$ cat src/rtl/decoder_seq_if.sv
// Request/decode bus for decoder_seq: 3-bit code request, mask/scan controls and
// the eight one-hot decoded lines with handshake status.
interface decoder_seq_if;
    logic A0;
    logic A1;
    logic A2;
    logic valid;
    logic ready;
    logic EN;
    logic SCAN;
    logic D0;
    logic D1;
    logic D2;
    logic D3;
    logic D4;
    logic D5;
    logic D6;
    logic D7;
    logic busy;

    modport master (
        output A0, A1, A2, valid, EN, SCAN,
        input  ready, busy, D0, D1, D2, D3, D4, D5, D6, D7
    );

    modport slave (
        input  A0, A1, A2, valid, EN, SCAN,
        output ready, busy, D0, D1, D2, D3, D4, D5, D6, D7
    );
endinterface

$ cat src/rtl/decoder_seq.sv
// Registered 3-to-8 one-hot decoder with per-request pulse stretching and an
// auto-scan mode that walks D0..D7 in fixed-width slots.
module decoder_seq #(
    parameter int unsigned HOLD_CYCLES = 4
) (
    input  logic          clk,
    input  logic          rst_n,
    decoder_seq_if.slave  dec_io
);

    localparam int unsigned CODE_W = 3;
    localparam int unsigned CNT_W  = 8;
    localparam int unsigned OUT_W  = 8;
    localparam logic [CNT_W-1:0] CNT_RELOAD = CNT_W'(HOLD_CYCLES - 1);

    typedef enum logic [1:0] {
        ST_IDLE = 2'd0,
        ST_HOLD = 2'd1,
        ST_SCAN = 2'd2
    } state_e;

    state_e              state_q, state_d;
    logic [CODE_W-1:0]   code_q,  code_d;
    logic [CNT_W-1:0]    cnt_q,   cnt_d;
    logic [CODE_W-1:0]   idx_q,   idx_d;
    logic [OUT_W-1:0]    d_q,     d_d;

    logic [CODE_W-1:0]   code_in;
    logic [CODE_W-1:0]   idx_next;
    logic                accept;
    logic                ready_int;

    function automatic logic [OUT_W-1:0] one_hot(input logic [CODE_W-1:0] c);
        one_hot = OUT_W'(1) << c;
    endfunction

    // EN only gates what is shown; sequencing ignores it.
    function automatic logic [OUT_W-1:0] masked(input logic en, input logic [OUT_W-1:0] v);
        masked = en ? v : '0;
    endfunction

    assign code_in   = {dec_io.A2, dec_io.A1, dec_io.A0};
    assign idx_next  = idx_q + CODE_W'(1);
    assign ready_int = (state_q == ST_IDLE);
    assign accept    = dec_io.valid & ready_int;

    always_ff @(posedge clk) begin
        if (!rst_n) begin
            state_q <= ST_IDLE;
            code_q  <= '0;
            cnt_q   <= '0;
            idx_q   <= '0;
            d_q     <= '0;
        end else begin
            state_q <= state_d;
            code_q  <= code_d;
            cnt_q   <= cnt_d;
            idx_q   <= idx_d;
            d_q     <= d_d;
        end
    end

    always_comb begin
        state_d = state_q;
        code_d  = code_q;
        cnt_d   = cnt_q;
        idx_d   = idx_q;
        d_d     = d_q;

        unique case (state_q)
            ST_IDLE: begin
                d_d = '0;
                if (accept) begin
                    code_d  = code_in;
                    d_d     = masked(dec_io.EN, one_hot(code_in));
                    cnt_d   = CNT_RELOAD;
                    state_d = ST_HOLD;
                end else if (dec_io.SCAN) begin
                    idx_d   = '0;
                    d_d     = masked(dec_io.EN, one_hot('0));
                    cnt_d   = CNT_RELOAD;
                    state_d = ST_SCAN;
                end
            end

            ST_HOLD: begin
                if (cnt_q != '0) begin
                    cnt_d = cnt_q - CNT_W'(1);
                    d_d   = masked(dec_io.EN, one_hot(code_q));
                end else begin
                    d_d     = '0;
                    state_d = ST_IDLE;
                end
            end

            ST_SCAN: begin
                if (cnt_q != '0) begin
                    cnt_d = cnt_q - CNT_W'(1);
                    d_d   = masked(dec_io.EN, one_hot(idx_q));
                end else if (dec_io.SCAN) begin
                    // Slot end with scan still requested: advance and reload, no gap.
                    idx_d = idx_next;
                    d_d   = masked(dec_io.EN, one_hot(idx_next));
                    cnt_d = CNT_RELOAD;
                end else begin
                    idx_d   = '0;
                    d_d     = '0;
                    state_d = ST_IDLE;
                end
            end

            default: begin
                d_d     = '0;
                state_d = ST_IDLE;
            end
        endcase
    end

    assign dec_io.ready = ready_int;
    assign dec_io.busy  = ~ready_int;
    assign dec_io.D0    = d_q[0];
    assign dec_io.D1    = d_q[1];
    assign dec_io.D2    = d_q[2];
    assign dec_io.D3    = d_q[3];
    assign dec_io.D4    = d_q[4];
    assign dec_io.D5    = d_q[5];
    assign dec_io.D6    = d_q[6];
    assign dec_io.D7    = d_q[7];

endmodule
$ cat src/flat_wrapper.sv
// flat-port wrapper written by rule: the top's interface ports become plain ports
module decoder_seq_flat 
#(
    parameter int unsigned HOLD_CYCLES = 4
)
  (clk, rst_n, dec_io_A0, dec_io_A1, dec_io_A2, dec_io_valid, dec_io_EN, dec_io_SCAN, dec_io_ready, dec_io_busy, dec_io_D0, dec_io_D1, dec_io_D2, dec_io_D3, dec_io_D4, dec_io_D5, dec_io_D6, dec_io_D7);
  decoder_seq_if dec_io_i ();
  input  logic clk;
  input  logic rst_n;
  input wire logic [$bits(dec_io_i.A0)-1:0] dec_io_A0;
  input wire logic [$bits(dec_io_i.A1)-1:0] dec_io_A1;
  input wire logic [$bits(dec_io_i.A2)-1:0] dec_io_A2;
  input wire logic [$bits(dec_io_i.valid)-1:0] dec_io_valid;
  input wire logic [$bits(dec_io_i.EN)-1:0] dec_io_EN;
  input wire logic [$bits(dec_io_i.SCAN)-1:0] dec_io_SCAN;
  output wire logic [$bits(dec_io_i.ready)-1:0] dec_io_ready;
  output wire logic [$bits(dec_io_i.busy)-1:0] dec_io_busy;
  output wire logic [$bits(dec_io_i.D0)-1:0] dec_io_D0;
  output wire logic [$bits(dec_io_i.D1)-1:0] dec_io_D1;
  output wire logic [$bits(dec_io_i.D2)-1:0] dec_io_D2;
  output wire logic [$bits(dec_io_i.D3)-1:0] dec_io_D3;
  output wire logic [$bits(dec_io_i.D4)-1:0] dec_io_D4;
  output wire logic [$bits(dec_io_i.D5)-1:0] dec_io_D5;
  output wire logic [$bits(dec_io_i.D6)-1:0] dec_io_D6;
  output wire logic [$bits(dec_io_i.D7)-1:0] dec_io_D7;
  assign dec_io_i.A0 = dec_io_A0;
  assign dec_io_i.A1 = dec_io_A1;
  assign dec_io_i.A2 = dec_io_A2;
  assign dec_io_i.valid = dec_io_valid;
  assign dec_io_i.EN = dec_io_EN;
  assign dec_io_i.SCAN = dec_io_SCAN;
  assign dec_io_ready = dec_io_i.ready;
  assign dec_io_busy = dec_io_i.busy;
  assign dec_io_D0 = dec_io_i.D0;
  assign dec_io_D1 = dec_io_i.D1;
  assign dec_io_D2 = dec_io_i.D2;
  assign dec_io_D3 = dec_io_i.D3;
  assign dec_io_D4 = dec_io_i.D4;
  assign dec_io_D5 = dec_io_i.D5;
  assign dec_io_D6 = dec_io_i.D6;
  assign dec_io_D7 = dec_io_i.D7;
  decoder_seq #(.HOLD_CYCLES(HOLD_CYCLES)) u_core (.clk(clk), .rst_n(rst_n), .dec_io(dec_io_i));
endmodule
$ cat config.mk
export PLATFORM = sky130hd
export DESIGN_NAME = decoder_seq_flat
export DESIGN_NICKNAME = d
export VERILOG_FILES = /design/src/rtl/decoder_seq_if.sv /design/src/rtl/decoder_seq.sv /design/src/flat_wrapper.sv
export SDC_FILE = /design/constraint.sdc
export NUM_CORES = 1
export LEC_CHECK = 0
export BUFFER_PORTS_ARGS = -buffer_cell sky130_fd_sc_hd__clkbuf_2
export CORE_AREA = 2 2 55 57
export DETAILED_ROUTE_END_ITERATION = 8
export DIE_AREA = 0 0 57 59
export GPL_TIMING_DRIVEN = 0
export PLACE_DENSITY = 0.81
export SYNTH_ARGS = -nofsm -noshare
export SYNTH_HDL_FRONTEND = slang
export SYNTH_SLANG_ARGS = --single-unit
$ cat constraint.sdc
create_clock -name clk -period 4.2 [get_ports clk]
set_input_delay 0.21 -clock clk [delete_from_list [all_inputs] [get_ports clk]]
set_output_delay 0.21 -clock clk [all_outputs]
set_load 0.02 [all_outputs]
Word level (Yosys, flattened, before mapping):

Index checks and enable logic that the tools add are counted.

* register bits after elaboration: 24
* input bits: 8
* word-level logic and storage cells: 57

* add/sub/neg operators: 2
* eq/ne operators: 9
* shift operators: 4
* multiplexer cells: 27
* bitwise operators: 2
* reduce and logical (&&, ||, !) cells: 8

Operators with widths (count)
* $mux 8: 13
* $pmux 8 s3: 2
* $shl 1x3->8 const A: 4
* $mux 3: 4
* $mux 2: 5
* $ne 2x2->1 const B: 5
* $reduce_and 4->1: 2
* $reduce_bool 8->1: 1
* $sub 8x1->8 const B: 1
* $pmux 2 s3: 1
* $pmux 3 s2: 1
* $reduce_and 2->1: 2
* $add 3x1->3 const B: 1
* $ne 3x2->1 const B: 1
* $reduce_bool 3->1: 1
* $eq 2x1->1 const B: 1
* $eq 2x2->1 const B: 1
* $logic_not 2->1: 1
* $ne 2x1->1 const B: 1
* $reduce_bool 2->1: 1
* $and 1x1->1: 1
* $mux 1: 1
* $not 1->1: 1

Depth between registers and ports, before layout:

Gate-level depths: netlist (run 1).

* depth in word-level cells: 6
* depth in mapped cells: 8

Worst setup path before layout (run 1):

Ideal clock, no wire load.

* path type: reg-to-reg
* start: register u_core.cnt_q[0]
* end: register u_core.cnt_q[6]
* setup time: 0.117 ns
* arrival time: 1.817 ns
* path slack: 2.266 ns
* cell stages (with the launch flop): 8
* clock period less this slack: 1.934 ns
* cell sequence: dfxtp_1 > inv_1 > ha_1 > or3b_1 > buf_12 > nor3_1 > mux2_2 > a32o_1

* cells in the longest elaborated chain, start to end: 3

Ends and longest elaborated chain
* from (decl): RTL line decoder_seq.sv:24 `logic [CNT_W-1:0] cnt_q, cnt_d;`
* from (signal assigned): RTL line decoder_seq.sv:57 `cnt_q <= cnt_d;`
* $sub 8x1->8 or $reduce_bool 8->1 (tied branches)
* $mux 8 (tied with other cells): RTL line decoder_seq.sv:97 `if (cnt_q != '0) begin`
* $pmux 8 s3 or $reduce_and 2->1 (tied branches)

Several ways; a longest one is shown, not always the timed one. The select of a mux whose other input is x is not followed.
A chain may end at the register's enable or synchronous reset.

Final worst setup path (run 1):

* start: register u_core.cnt_q[0]
* end: register u_core.d_q[1]

* cells in the longest elaborated chain, start to end: 3

Ends and longest elaborated chain
* $reduce_bool 8->1 (*): RTL line decoder_seq.sv:87, decoder_seq.sv:97
* $mux 8 (on tied branches): RTL line decoder_seq.sv:97, decoder_seq.sv:87
* $pmux 8 s3 (*): RTL line decoder_seq.sv:70 `unique case (state_q)`
* to (signal assigned): RTL line decoder_seq.sv:53 `d_q <= '0;`
* to (signal assigned): RTL line decoder_seq.sv:59 `d_q <= d_d;`
* to (decl): RTL line decoder_seq.sv:26 `logic [OUT_W-1:0] d_q, d_d;`

Every way passes the cells marked *; elsewhere a longest branch is shown, timed or not.

==> results.md, run 1 <==
* Status: finished clean
* Fill count at 233
* Crit Path Class: flip-flop to flip-flop
* CTS Hold Bufs at 0
* Count of final setup violators at 0
* # Post-CTS Setup Buffers at 0
* Clock Power Share at 15.2%
* Global-route wire length before repair at 6960 µm
* Clk sinks at 24
* Worst Hold Class: input pin to flip-flop
* Final worst slack at 2.08 ns
* Final period utilization at 50.5%
* WL/cell at 16.1 µm
* Cell Int Power at 626 µW
* Asr flop ratio synth at 0%
* Critical Path RT at 4.41 ns
* Post-Synth Simple-Gate Area at 26.4%
* CP top delay family: simple AND/OR/NAND/NOR gates
* Peak supply drop at 0.376 mV
* GP Congestion at 0.865
* Post-Syn Area per Cell at 8.75 µm²
* Largest net degree at the start of global routing at 15
* Insertion delay to the later sink of the worst-skew pair at 0.32 ns
* Fin Setup TNS at 0 ns
* Post-synthesis mux area share at 2.51%
* Drt drc at 0
* Port Buffer Count at 17
* Critical path, cell by cell: inv_1 > ha_1 > or3b_1 > buf_12 > nor2_4 > buf_6 > nor3_2 > a2111o_1
* Diode count at 0
* Row count at 19
* Placed Cells at 242
* Final Critical Period at 2.12 ns
* CTS root buffer: clkbuf_4
* Share of layout cells above drive strength 1 at 18.1%
* Levels on crit path at 8
* Hpwl dp at 3050 µm
* WP data arrival at 2.33 ns
* Die area at 3360 µm²
* Grt ovf at 0
* Slew margin rel. at 68.7%
* H-Tree Depth at 1
* Tot GR Track Use at 26.2%
* Fmax achieved at 0.472 GHz
* NumNets Final at 237
* Mapped cell area at 1700 µm²
* Final instance area at 1870 µm²
* WHS Path Cells at 3
* Xor and xnor area share after synthesis at 0%
* Critical Path End Type: flip-flop
* RSZ-0062 raised after global routing: false
* Vias in the first global route at 1586
* Slowest stage delay, CP at 0.42 ns
* Bufs on Longest Clock Path at 2
* Starting DRC count in detailed routing at 82
* Final ANT Viol Nets at 0
* Vias per inst at 6.53
* Combinational family with the most area after synthesis: simple AND/OR/NAND/NOR gates
* Max Slew Vio Count at 0
* Number of synthesized flops with an enable pin at 0
* CTS tree: done
* Seq/Total Area, Yosys at 28.3%
* Post-Synth Adder-Cell Area at 9.59%
* Die Y at 59 µm
* Synth cell types at 65
* YS warnings at 0
* P_leak at 0.000794 µW
* Worst-margin pin slew at 0.469 ns
* Post-synthesis register bit count at 24
* Placed Instance Area at 1820 µm²
* Ys flop type: dfxtp_1
* Reg area at 480 µm²
* Reg2Reg Depth at 8
* Switching portion of total power at 43.9%
* Initial Util at 62.6%
* Non-filler cells, final at 246
* WL final at 3970 µm
* # IOs at 18
* Dpl ws at 2.12 ns
* Cells after Synth at 194
* Inserted Clock Buffers at 3
* Via Count at 1607
* Core ar. at 2710 µm²
* Startpoint types: flip-flop
* Final Skew at 0.00155 ns
* Compound-Gate Fraction of Synth Area at 25.6%
* Pwr Density at 596 nW/µm²
* Maxcap violations at 0
* Reg power frac at 27.5%
* Syn nets at 215
* Area occupied by multi-input gates at 1090 µm²
* Buf/Inv on CP at 3
* Post_cts resized at 0
* Logic pwr share at 57.3%
* Final Hold Fails at 0
* Die width at 57 µm
* Initial antenna violation count at 0
* Psw at 490 µW
* Worst Path Max Fanout at 10
* Layout area overhead at 10.4%
* CP max-delay cell: or3b_1
* Number of iterations in the first detailed-routing pass at 4
* Worst-path clk slew at 0.14 ns
[power by group through the flow]
stage / logic, µW / registers, µW / clock network [µW]
after global placement: 607 / 308 / 0
after floorplan: 497 / 307 / 0
after global routing: 705 / 314 / 179
after CTS: 631 / 307 / 173
final: 640 / 307 / 169
after detailed placement: 629 / 312 / 0
[registers in the layout, indices dropped and copies added, names as in the netlist]
| register | count |
|---|---|
| u_core.cnt_q | 8 |
| u_core.state_q | 2 |
| u_core.d_q | 8 |
| u_core.code_q | 3 |
| u_core.idx_q | 3 |
[path summary, 6_finish.rpt]
path | startpoint | end | slack, ns
max reg2reg | u_core.cnt_q[0]$_SDFFE_PN0P_ | u_core.d_q[1]$_SDFF_PN0_ | 2.08
min | dec_io_A0 | u_core.code_q[0]$_SDFFE_PN0P_ | 0.20
max | u_core.cnt_q[0]$_SDFFE_PN0P_ | u_core.d_q[1]$_SDFF_PN0_ | 2.08
min reg2reg | u_core.code_q[0]$_SDFFE_PN0P_ | u_core.code_q[0]$_SDFFE_PN0P_ | 0.52
[cell type report]
type                       count  share of cell area (%)
multi-input combinational    147                    58.0
buffer                        10                    4.28
timing repair buffer          17                    4.54
clock inverter                 1                    1.60
inverter                      13                    2.61
sequential                    24                    25.7
clock buffer                   3                    1.20
tap                           31                    2.07
[metrics by stage]
step | power, µW | util, % | hold slack (ns)
after floorplan | 805 | - | 0.366
final | 1120 | 69.1 | 0.196
after global routing | 1200 | 69.1 | 0.227
after CTS | 1110 | 69.1 | 0.191
after global placement | 915 | 67.2 | 0.488
after detailed placement | 941 | 67.2 | 0.506
[metal layers]
metal / part of all wire [%] / GRT usage [%]
met1: 41 / 29.9
met2: 51 / 48.1
met3: 5.5 / 3.06
met4: 3.1 / 13.6
met5: 0 / 0
[cells in the final DEF, fill, tap and decap left out, types with 3 or more instances in the layout]
master    netlist  final
o21a_1          3      3
clkbuf_1        4      4
clkbuf_4        1      4
o221ai_1        3      3
nor2b_1         3      3
a21boi_0        3      3
nand2_1        17     17
o22ai_1         7      7
inv_1          13     13
dfxtp_1        24     24
and3_1          3      3
a21oi_1         3      3
a32o_1          3      3
clkbuf_2        0     17
nor2_1         11     11
ha_1           13     13
o21ai_0         5      5
a221o_1         6      6
buf_6           3      3
nand3_1         8      8
nor3_1          4      4
[synthesized netlist by cell type, drive strengths merged, types with 3 or more instances]
cell type	count	share of area, %
dfxtp	24	28
nand2	17	3.8
ha	13	9.6
inv	13	2.9
nor2	12	3.1
nand3	9	2.9
o22ai	7	2.6
a221o	6	3.5
o21ai	6	1.8
buf	5	3.4
clkbuf	5	1.3
nor3	5	1.8
and3	4	1.5
a21boi	3	1.3
a21oi	3	0.88
a32o	3	1.8
nor2b	3	1.1
nor4	3	2.0
o21a	3	1.3
o221ai	3	1.5
[tightest hold or removal path, stage by stage]
cell	delay, ns
clkbuf_2	0.13
nand3_1	0.07
a21boi_0	0.07
[logic make-up after synthesis]
group / Yosys count
AND/OR/NAND/NOR: 75
adder cells (fa/ha/maj): 13
AO/OA/AOI/OAI: 55
buffers and inverters: 23
flip-flops: 24
multiplexers: 4
Note: power is estimated with default switching activity, not from simulation.
==> inputs of run 2 (changes only) <==
CORE_AREA = 2 2 60 62   (was 2 2 55 57)
DIE_AREA = 0 0 62 64   (was 0 0 57 59)
PLACE_DENSITY = 0.72   (was 0.81)
clock period = 1.73 ns   (was 4.2 ns; I/O delays follow)
==> results.md, run 2 (synthesis results as in run 1) <==
* Largest net degree at the start of global routing at 15 (unchanged)
* Failing checks: negative setup slack
* Vias in the first global route at 1561 (-1.6%)
* CTS root buffer: clkbuf_4
* Most frequent cells in the layout: 18 x dfxtp_1, 17 x clkbuf_2, 16 x nand2_1
* Slew margin rel. at 61.6% (-7.1 points)
* Fmax achieved at 0.554 GHz (+17%)
* Fin util at 64.4% (-4.7 points)
* WHS Path Cells at 3 (unchanged)
* Reg2Reg Depth at 5 (-3)
* Placed Cells at 257 (+6.2%)
* Tot GR Track Use at 22.8% (-3.4 points)
* Tot Pwr at 3230 µW (+190%)
* Die Y at 64 µm (+8.5%)
* Flop2flop setup slack at -0.08 ns (-2.15 ns)
* Diode count at 0 (unchanged)
* NumNets Final at 243 (+2.5%)
* Non-filler cells, final at 267 (+8.5%)
* Drt drc at 0 (unchanged)
* Final worst slack at -0.0754 ns (-2.15 ns)
* Row count at 21 (+2)
* Max Slew Vio Count at 0 (unchanged)
* Count of final setup violators at 5 (+5)
* Min-delay src: dec_io_A1
* Share of layout cells above drive strength 1 at 35.7% (+18 points)
* Bufs on Longest Clock Path at 2 (unchanged)
* Critical Path End Type: flip-flop
* Hpwl dp at 3150 µm (+3.3%)
* Inserted Clock Buffers at 3 (unchanged)
* Buf/Inv on CP at 1 (-2)
* Insertion delay to the later sink of the worst-skew pair at 0.32 ns (about the same)
* Port Buffer Count at 17 (unchanged)
* Slowest stage delay, CP at 0.61 ns (+0.19 ns)
* Biggest regs: u_core.cnt_q x8, u_core.d_q x8
* Worst Hold Class: input pin to flip-flop
* WL final at 4310 µm (+8.6%)
* Worst-path clk slew at 0.14 ns (about the same)
* Critical Path RT at 1.96 ns (-2.45 ns)
* Crit Path Class: flip-flop to flip-flop
* Peak supply drop at 1.05 mV (+180%)
* Layout area overhead at 24.7%
* Final Critical Period at 1.81 ns (-0.315 ns)
* CTS tree: done
* Grt ovf at 0 (unchanged)
* Initial antenna violation count at 0 (unchanged)
* Reg2reg start: u_core.cnt_q[7]$_SDFFE_PN0P_
* Critical path, cell by cell: or4_4 > nor2_4 > buf_6 > o32ai_2 > a221o_1
* Starting DRC count in detailed routing at 85 (+3.7%)
* RSZ-0062 raised after global routing: true
* Worst-margin pin slew at 0.574 ns (+0.105 ns)
* Initial Util at 51.7% (-11 points)
* Met3 Use GR at 2.83% (-0.22 points)
* WHS Endpoint: u_core.code_q[1]$_SDFFE_PN0P_
* Fin Setup TNS at -0.198 ns (-0.198 ns)
* GR Layer Usage met1 at 25.2% (-4.7 points)
* Startpoint types: flip-flop
* # IOs at 18 (unchanged)
* H-Tree Depth at 1 (unchanged)
* Maxcap violations at 0 (unchanged)
* GR Util met2 at 40.5% (-7.6 points)
* GRT Max-Usage Layer: met2
* CP top delay family: simple AND/OR/NAND/NOR gates
* Leading cell type in the layout, fill and taps excluded: dfxtp_1
* Final ANT Viol Nets at 0 (unchanged)
* Final period utilization at 104% (+54 points)
* Core ar. at 3280 µm² (+21%)
* Worst Path Max Fanout at 5 (-5)
* Reg2reg end: u_core.d_q[5]$_SDFF_PN0_
* Clk sinks at 24 (unchanged)
* Die width at 62 µm (+8.8%)
* Final Hold Fails at 0 (unchanged)
* Global-route wire length before repair at 6890 µm (-0.99%)
* P_leak at 0.000854 µW (+7.6%)
* GP Congestion at 0.862 (-0.31%)
* Status: finished with violations
* WL/cell at 16.1 µm (about the same)
* Die area at 3970 µm² (+18%)
* CP max-delay cell: or4_4
* Vias per inst at 6.18 (-5.5%)
* Pwr Density at 1530 nW/µm² (+160%)
* Via Count at 1649 (+2.6%)
* WP data arrival at 2.04 ns (-0.29 ns)
* Number of iterations in the first detailed-routing pass at 4 (unchanged)
* Final Skew at 0.00489 ns (+0.00334 ns)
[run 2: cell types whose count changed in the layout (fill, tap and decap cells not counted), moves of 3 or more]
cell / delta
ha_4: +3
buf_4: +7
dfxtp_4: +5
dfxtp_1: -6
inv_1: -5
ha_1: -5
inv_2: +4
[run 2: metal layers]
metal / part of all wire (%) / vias to the layer above
li1: - / 794
met1: 39 / 783
met2: 52 / 56
met3: 4.8 / 16
met4: 3.9 / 0
met5: 0 / -
[run 2: how the worst max path moves through the flow]
stage / to / cells past startpoint / start
floorplan: u_core.cnt_q[6]$_SDFFE_PN0P_ / 7 / u_core.cnt_q[1]$_SDFFE_PN0P_
global placement: u_core.d_q[4]$_SDFF_PN0_ / 7 / u_core.cnt_q[1]$_SDFFE_PN0P_
detailed placement: u_core.state_q[1]$_SDFFE_PN0P_ / 7 / u_core.state_q[0]$_SDFFE_PN0P_
CTS: u_core.d_q[5]$_SDFF_PN0_ / 7 / u_core.cnt_q[0]$_SDFFE_PN0P_
global route: u_core.d_q[5]$_SDFF_PN0_ / 5 / u_core.cnt_q[7]$_SDFFE_PN0P_
finish: u_core.d_q[5]$_SDFF_PN0_ / 5 / u_core.cnt_q[7]$_SDFFE_PN0P_
[run 2: cell type report]
class | instances | area, µm²
Inverter | 13 | 51.3
Tap cell | 46 | 57.6
Clock buffer | 3 | 22.5
Clock inverter | 1 | 30.0
Buffer | 8 | 66.3
Multi-Input combinational cell | 147 | 1240
Sequential cell | 24 | 500
Fill cell | 272 | 1170
Timing Repair Buffer | 25 | 143
[run 2: where the power goes]
part | switching, µW | internal (µW) | leakage [µW]
clock | 180 | 234 | 0.0000279
sequential | 109 | 666 | 0.000199
combinational | 1140 | 897 | 0.000627
[run 2: through the flow]
step                      hold slack (ns)  instance area [µm²]  setup slack [ns]
after global placement              0.420                 1870            -0.150
after global routing                0.130                 2120           -0.0872
after CTS                           0.100                 2030           -0.0479
after floorplan                     0.243                 1730           -0.0510
final                              0.0977                 2120           -0.0754
after detailed placement            0.440                 1870            -0.179
[run 2: timing repair]
action,CTS,global route
hold buffers,0,0
setup endpoints to repair,21,21
gates resized for setup,20,17
pin swaps,9,7
cloned,1,0
buffers inserted,5,2
[run 2: worst reg2reg max path, delay by kind of cell (launching register included)]
kind,cells,cell delay [ns]
flip-flops,1,0.38
buffers and inverters,1,0.16
AND/OR/NAND/NOR,2,0.79
AO/OA/AOI/OAI,2,0.38
